### src/rtl/tx_pkg.sv
// Shared types and constants for the audio transmit path: arbiter state
// encoding plus the word width and pulse timing also used by the transmitter.
package tx_pkg;

    typedef enum logic [1:0] {
        ARB     = 2'd0,
        ISSUE   = 2'd1,
        WAIT_HI = 2'd2,
        WAIT_LO = 2'd3
    } arb_state_t;

    localparam int DEFAULT_WIDTH   = 8;
    localparam int PULSE_HI_CYCLES = 8;
    localparam int PULSE_LO_CYCLES = 4;

endpackage

### src/rtl/rr_picker.sv
// Round-robin search: first set bit of full strictly after rr, wrapping modulo NUM_REQ.
// Purely combinational, no latency, no backpressure.
module rr_picker #(
    parameter int NUM_REQ = 4,
    parameter int PW      = $clog2(NUM_REQ)
) (
    input  logic [NUM_REQ-1:0] full,
    input  logic [PW-1:0]      rr,
    output logic [PW-1:0]      grant,
    output logic               any_valid
);

    int idx;

    // Walk from the farthest candidate back to rr+1 so the nearest hit wins.
    always_comb begin
        grant     = '0;
        any_valid = 1'b0;
        idx       = 0;
        for (int k = NUM_REQ; k >= 1; k--) begin
            idx = (int'(rr) + k) % NUM_REQ;
            if (full[idx[PW-1:0]]) begin
                grant     = idx[PW-1:0];
                any_valid = 1'b1;
            end
        end
    end

endmodule

### src/rtl/tx_arbiter.sv
// Round-robin share of one serial transmitter among NUM_REQ one-word slots; issue 2 cycles after load.
// Backpressure: a slot's ready drops while it holds an unsent word and reopens in its ISSUE cycle.
module tx_arbiter
    import tx_pkg::*;
#(
    parameter int NUM_REQ     = 4,
    parameter int WIDTH       = DEFAULT_WIDTH,
    parameter int ACK_TIMEOUT = 16
) (
    input  logic                       clk_in,
    input  logic                       rst_in,
    input  logic [NUM_REQ-1:0]         req_valid_in,
    input  logic [NUM_REQ*WIDTH-1:0]   req_data_in,
    output logic [NUM_REQ-1:0]         req_ready_out,
    output logic                       tx_valid_out,
    output logic [WIDTH-1:0]           tx_data_out,
    input  logic                       tx_busy_in,
    output logic [$clog2(NUM_REQ)-1:0] grant_id_out,
    output logic                       timeout_err_out
);

    localparam int PW   = $clog2(NUM_REQ);
    localparam int WD_W = $clog2(ACK_TIMEOUT) + 1;

    arb_state_t         state, state_nxt;
    logic [NUM_REQ-1:0] full;
    logic [NUM_REQ-1:0] drain;
    logic [NUM_REQ-1:0] load;
    logic [WIDTH-1:0]   slot_dat [NUM_REQ];
    logic [PW-1:0]      rr;
    logic [PW-1:0]      pick;
    logic [PW-1:0]      pick_grant;
    logic               pick_any;
    logic [WD_W-1:0]    wd;
    logic               wd_expire;

    rr_picker #(
        .NUM_REQ (NUM_REQ),
        .PW      (PW)
    ) u_picker (
        .full      (full),
        .rr        (rr),
        .grant     (pick_grant),
        .any_valid (pick_any)
    );

    assign drain         = (state == ISSUE) ? (NUM_REQ'(1) << pick) : '0;
    assign req_ready_out = ~full | drain;
    assign load          = req_valid_in & req_ready_out;
    assign wd_expire     = (wd == WD_W'(ACK_TIMEOUT - 1));

    // The drained word is read from the slot before the same-cycle reload lands.
    assign tx_valid_out = (state == ISSUE);
    assign tx_data_out  = (state == ISSUE) ? slot_dat[pick] : '0;

    always_comb begin
        state_nxt = state;
        case (state)
            ARB:     if (pick_any) state_nxt = ISSUE;
            ISSUE:   state_nxt = WAIT_HI;
            WAIT_HI: begin
                if (tx_busy_in)     state_nxt = WAIT_LO;
                else if (wd_expire) state_nxt = ARB;
            end
            WAIT_LO: if (!tx_busy_in) state_nxt = ARB;
            default: state_nxt = ARB;
        endcase
    end

    always_ff @(posedge clk_in) begin
        if (rst_in) begin
            state           <= ARB;
            rr              <= PW'(NUM_REQ - 1);
            pick            <= '0;
            grant_id_out    <= '0;
            wd              <= '0;
            timeout_err_out <= 1'b0;
            full            <= '0;
        end else begin
            state <= state_nxt;
            full  <= (full & ~drain) | load;
            if (state == ARB && pick_any)
                pick <= pick_grant;
            if (state == ISSUE) begin
                rr           <= pick;
                grant_id_out <= pick;
                wd           <= '0;
            end
            // A lost acknowledge drops the word and frees the transmitter slot in time.
            if (state == WAIT_HI && !tx_busy_in) begin
                if (wd_expire)
                    timeout_err_out <= 1'b1;
                else
                    wd <= wd + 1'b1;
            end
        end
    end

    always_ff @(posedge clk_in) begin
        for (int i = 0; i < NUM_REQ; i++) begin
            if (load[i])
                slot_dat[i] <= req_data_in[i*WIDTH +: WIDTH];
        end
    end

endmodule

### config.mk
export PLATFORM = sky130hd
export DESIGN_NAME = tx_arbiter
export DESIGN_NICKNAME = d
export VERILOG_FILES = /design/src/rtl/tx_pkg.sv /design/src/rtl/rr_picker.sv /design/src/rtl/tx_arbiter.sv
export SDC_FILE = /design/constraint.sdc
export NUM_CORES = 1
export LEC_CHECK = 0
export ABC_AREA = 1
export CAP_MARGIN = 0
export CORE_ASPECT_RATIO = 0.7
export CORE_MARGIN = 2
export CORE_UTILIZATION = 44
export CTS_BUF_LIST = sky130_fd_sc_hd__clkbuf_16
export DETAILED_ROUTE_END_ITERATION = 16
export GPL_ROUTABILITY_DRIVEN = 0
export PLACE_DENSITY = 0.75
export SLEW_MARGIN = 0
export SYNTH_ARGS = -nofsm -noshare
export SYNTH_HDL_FRONTEND = slang
export SYNTH_SLANG_ARGS = --single-unit
### constraint.sdc
create_clock -name clk_in -period 1.8 [get_ports clk_in]
set_clock_uncertainty 0.15 [all_clocks]
set_input_delay 0.27 -clock clk_in [delete_from_list [all_inputs] [get_ports clk_in]]
set_output_delay 0.27 -clock clk_in [all_outputs]
set_load 0.03 [all_outputs]
==> impl_metrics.json <==
{
  "starting_density_of_the_core_pct": 44.87,
  "cts.hold.buffers_added": 0,
  "mostFrequentLayoutCell": "sky130_fd_sc_hd__nand2_1",
  "placedCellCount": 387,
  "design.die.area_mm2": 0.005854,
  "synthesis.area_per_instance_um2": 8.987,
  "grt.overflow.total": 0,
  "netlist_area_mm2": 0.002310,
  "fin_ws_ps": -35.68,
  "synthesis.yosys.warnings": 0,
  "report.final.slew_viol_count": 0,
  "vias_per_cell": 4.769,
  "muxShareOfSynthArea_pct": 0,
  "stdcell_area_mm2": 0.003339,
  "result_of_the_run": "finished, violations left",
  "mappedNetlistNets": 297,
  "finish.net_count": 365,
  "worst-setup-path-type": "flip-flop to primary output",
  "tightestPinTransition_ps": 314.1,
  "vdd_drop_max_uv": 555.7,
  "wl_per_cell_um": 13.95,
  "diodes_inserted": 0,
  "std_cell_rows": 22,
  "synthDistinctLibCells": 25,
  "hold_path.class": "flip-flop to flip-flop",
  "slew-limit-headroom_pct": 79.00,
  "utilization_pct": 64.88,
  "io_buffer_count": 54,
  "remaining_drc_errors": 0,
  "crit_path_max_fanout": 8,
  "dp_hpwl_um": 3935,
  "critPathRequiredTime_ps": 1380,
  "htree_num_levels": 2,
  "initial_antenna_violation_count": 0,
  "synthesis.instances": 257,
  "yosys.area_share.simple_pct": 21.45,
  "area_growth_syn_to_layout_pct": 44.58,
  "grt_pass1_wl_um": 8493,
  "first_pass_iteration_count_of_the_detailed_router": 6,
  "synth_sequential_area_ratio_pct": 58.94,
  "power.density_mw_per_mm2": 1351,
  "clkLatencyLatePin_ps": 290,
  "hold_violations_final": 0,
  "placeableCoreArea_mm2": 0.005147,
  "cts.reportedPaths.clkPinSlew_ps": 60,
  "tritoncts.num_buffers": 5,
  "cts_tree": "done",
  "power_leakage_nw": 1.312,
  "timing.final.setup_violations": 2,
  "post-route-period-util_pct": 102.0,
  "worst_setup_path_start_kind": "flip-flop",
  "cts_root_buffer": "sky130_fd_sc_hd__clkbuf_16",
  "grt_use_total_pct": 19.02,
  "cts_buffer_depth": 2,
  "timing.setup.tns_ps": -43.43,
  "routed_wl_um": 5552,
  "fp.dieW_um": 90.60,
  "grt_max_degree": 17,
  "commonest_cells_after_routing_fill_and_taps_aside": "sky130_fd_sc_hd__nand2_1 (45), sky130_fd_sc_hd__clkdlybuf4s50_1 (41), sky130_fd_sc_hd__nor2_1 (32), sky130_fd_sc_hd__edfxtp_1 (32), sky130_fd_sc_hd__inv_1 (22)",
  "clock_period_minus_final_worst_setup_slack_ps": 1836,
  "arrival_ps": 1420,
  "synthXorXnorAreaFrac_pct": 0.3792,
  "layout-drive-gt1-share_pct": 27.30,
  "antenna_left": 0,
  "failed_checks": "setup timing",
  "synth.ff_latch_count": 52,
  "layout.cells.non_filler": 398,
  "io-pin-count": 55,
  "critical_path.endpoint_type": "primary output",
  "compound_cell_area_share_of_the_yosys_netlist_pct": 11.38,
  "number_of_global_route_vias_before_repair": 1793,
  "max_freq_ghz": 0.5448,
  "synth_fa_ha_area_share_pct": 0.5417,
  "vias": 1898,
  "die_height_um": 64.62,
  "drtIter0Drc": 132,
  "cap_violations": 0,
  "post_dp_cell_area_mm2": 0.002988,
  "synth_top_family_by_area": "simple AND/OR/NAND/NOR gates",
  "grt_setup_unrepaired": "yes",
  "cts_sinks": 52
}
[report_power, final]
part | internal [mW] | switching [mW]
clock network | 0.505 | 0.393
registers | 1.45 | 0.144
logic | 0.781 | 1.24
[cell families (layout without fill, tap and decap cells)]
logic type                 count (synthesis)  after routing
AOI/OAI and AO/OA                         50             50
xor gates and xnor gates                   1              1
adders and majority gates                  1              1
buffers and inverters                     41            110
DFF                                       52             52
and+or+nand+nor                          112            112
[final timing paths]
kind,start,end,slack [ps],cells past startpoint
min reg2reg,timeout_err_out,timeout_err_out,310,2
max reg2reg,rr[0],flip-flop,80,9
max,flip-flop,tx_data_out[1],-40,6
min,timeout_err_out,timeout_err_out,310,2
[critical path, stage by stage, from the launching register on]
cell,delay (ps)
sky130_fd_sc_hd__dfxtp_4,380
sky130_fd_sc_hd__buf_8,140
sky130_fd_sc_hd__nor2_2,50
sky130_fd_sc_hd__nor2_2,120
sky130_fd_sc_hd__o21ai_2,80
sky130_fd_sc_hd__a21oi_2,190
sky130_fd_sc_hd__buf_6,150
[synth_stat cells]
master | n | area, um2
sky130_fd_sc_hd__clkinv_1 | 1 | 3.750
sky130_fd_sc_hd__xor2_1 | 1 | 8.760
sky130_fd_sc_hd__a21oi_1 | 25 | 125.1
sky130_fd_sc_hd__nor2_2 | 2 | 12.51
sky130_fd_sc_hd__buf_6 | 1 | 11.26
sky130_fd_sc_hd__inv_2 | 6 | 22.52
sky130_fd_sc_hd__clkbuf_1 | 2 | 7.510
sky130_fd_sc_hd__buf_2 | 4 | 20.02
sky130_fd_sc_hd__o21ai_0 | 19 | 95.09
sky130_fd_sc_hd__inv_1 | 26 | 97.59
sky130_fd_sc_hd__inv_4 | 1 | 6.260
sky130_fd_sc_hd__nand2_1 | 45 | 168.9
sky130_fd_sc_hd__nor3_4 | 1 | 16.27
sky130_fd_sc_hd__nand3_2 | 1 | 10.01
sky130_fd_sc_hd__nor3_2 | 1 | 10.01
sky130_fd_sc_hd__a31oi_1 | 2 | 12.51
sky130_fd_sc_hd__o211ai_1 | 3 | 22.52
sky130_fd_sc_hd__nor2_1 | 45 | 168.9
sky130_fd_sc_hd__nand3_1 | 10 | 50.05
sky130_fd_sc_hd__dfxtp_1 | 20 | 400.4
sky130_fd_sc_hd__nor2_4 | 3 | 33.78
sky130_fd_sc_hd__a211oi_1 | 1 | 7.510
sky130_fd_sc_hd__edfxtp_1 | 32 | 960.9
sky130_fd_sc_hd__ha_1 | 1 | 12.51
sky130_fd_sc_hd__nand2_2 | 4 | 25.02
[through the flow]
stage / worst slack (ps) / hold slack, ps / total power, mW
after floorplan: -109.8 / 218.9 / 2.705
after global placement: 82.71 / 296.4 / 3.214
after detailed placement: 51.46 / 294.8 / 3.251
after CTS: -19.85 / 308.2 / 4.233
after global routing: -79.92 / 327.2 / 4.767
final: -35.68 / 309.6 / 4.510
[per-layer routing]
layer / GRT usage (%) / vias up / routed length (um)
met5: 0 / - / 0
met4: 5.192 / 0 / 50
met3: 6.279 / 6 / 306
met2: 28.54 / 56 / 2623
met1: 26.55 / 859 / 2572
li1: - / 977 / -
[state kept, by name (all words and copies together), names as in the netlist, named ones only]
signal,count
grant_id_out,2
full,4
pick,2
wd,5
slot_dat,32
timeout_err_out,1
rr,2
state,2
[what timing repair did]
action	in CTS	in global routing
resized for setup	18	60
setup endpoints to repair	12	13
buffers inserted	1	2
pin swaps	4	18
[final cells by class]
cell class | count | area (um2)
Fill cell | 389 | 1808
Clock inverter | 3 | 15.01
Tap cell | 72 | 90.09
Sequential cell | 52 | 1374
Timing Repair Buffer | 68 | 688.2
Clock buffer | 5 | 125.1
Inverter | 34 | 135.1
Multi-Input combinational cell | 164 | 912.1
Note: power is estimated with default switching activity, not from simulation.
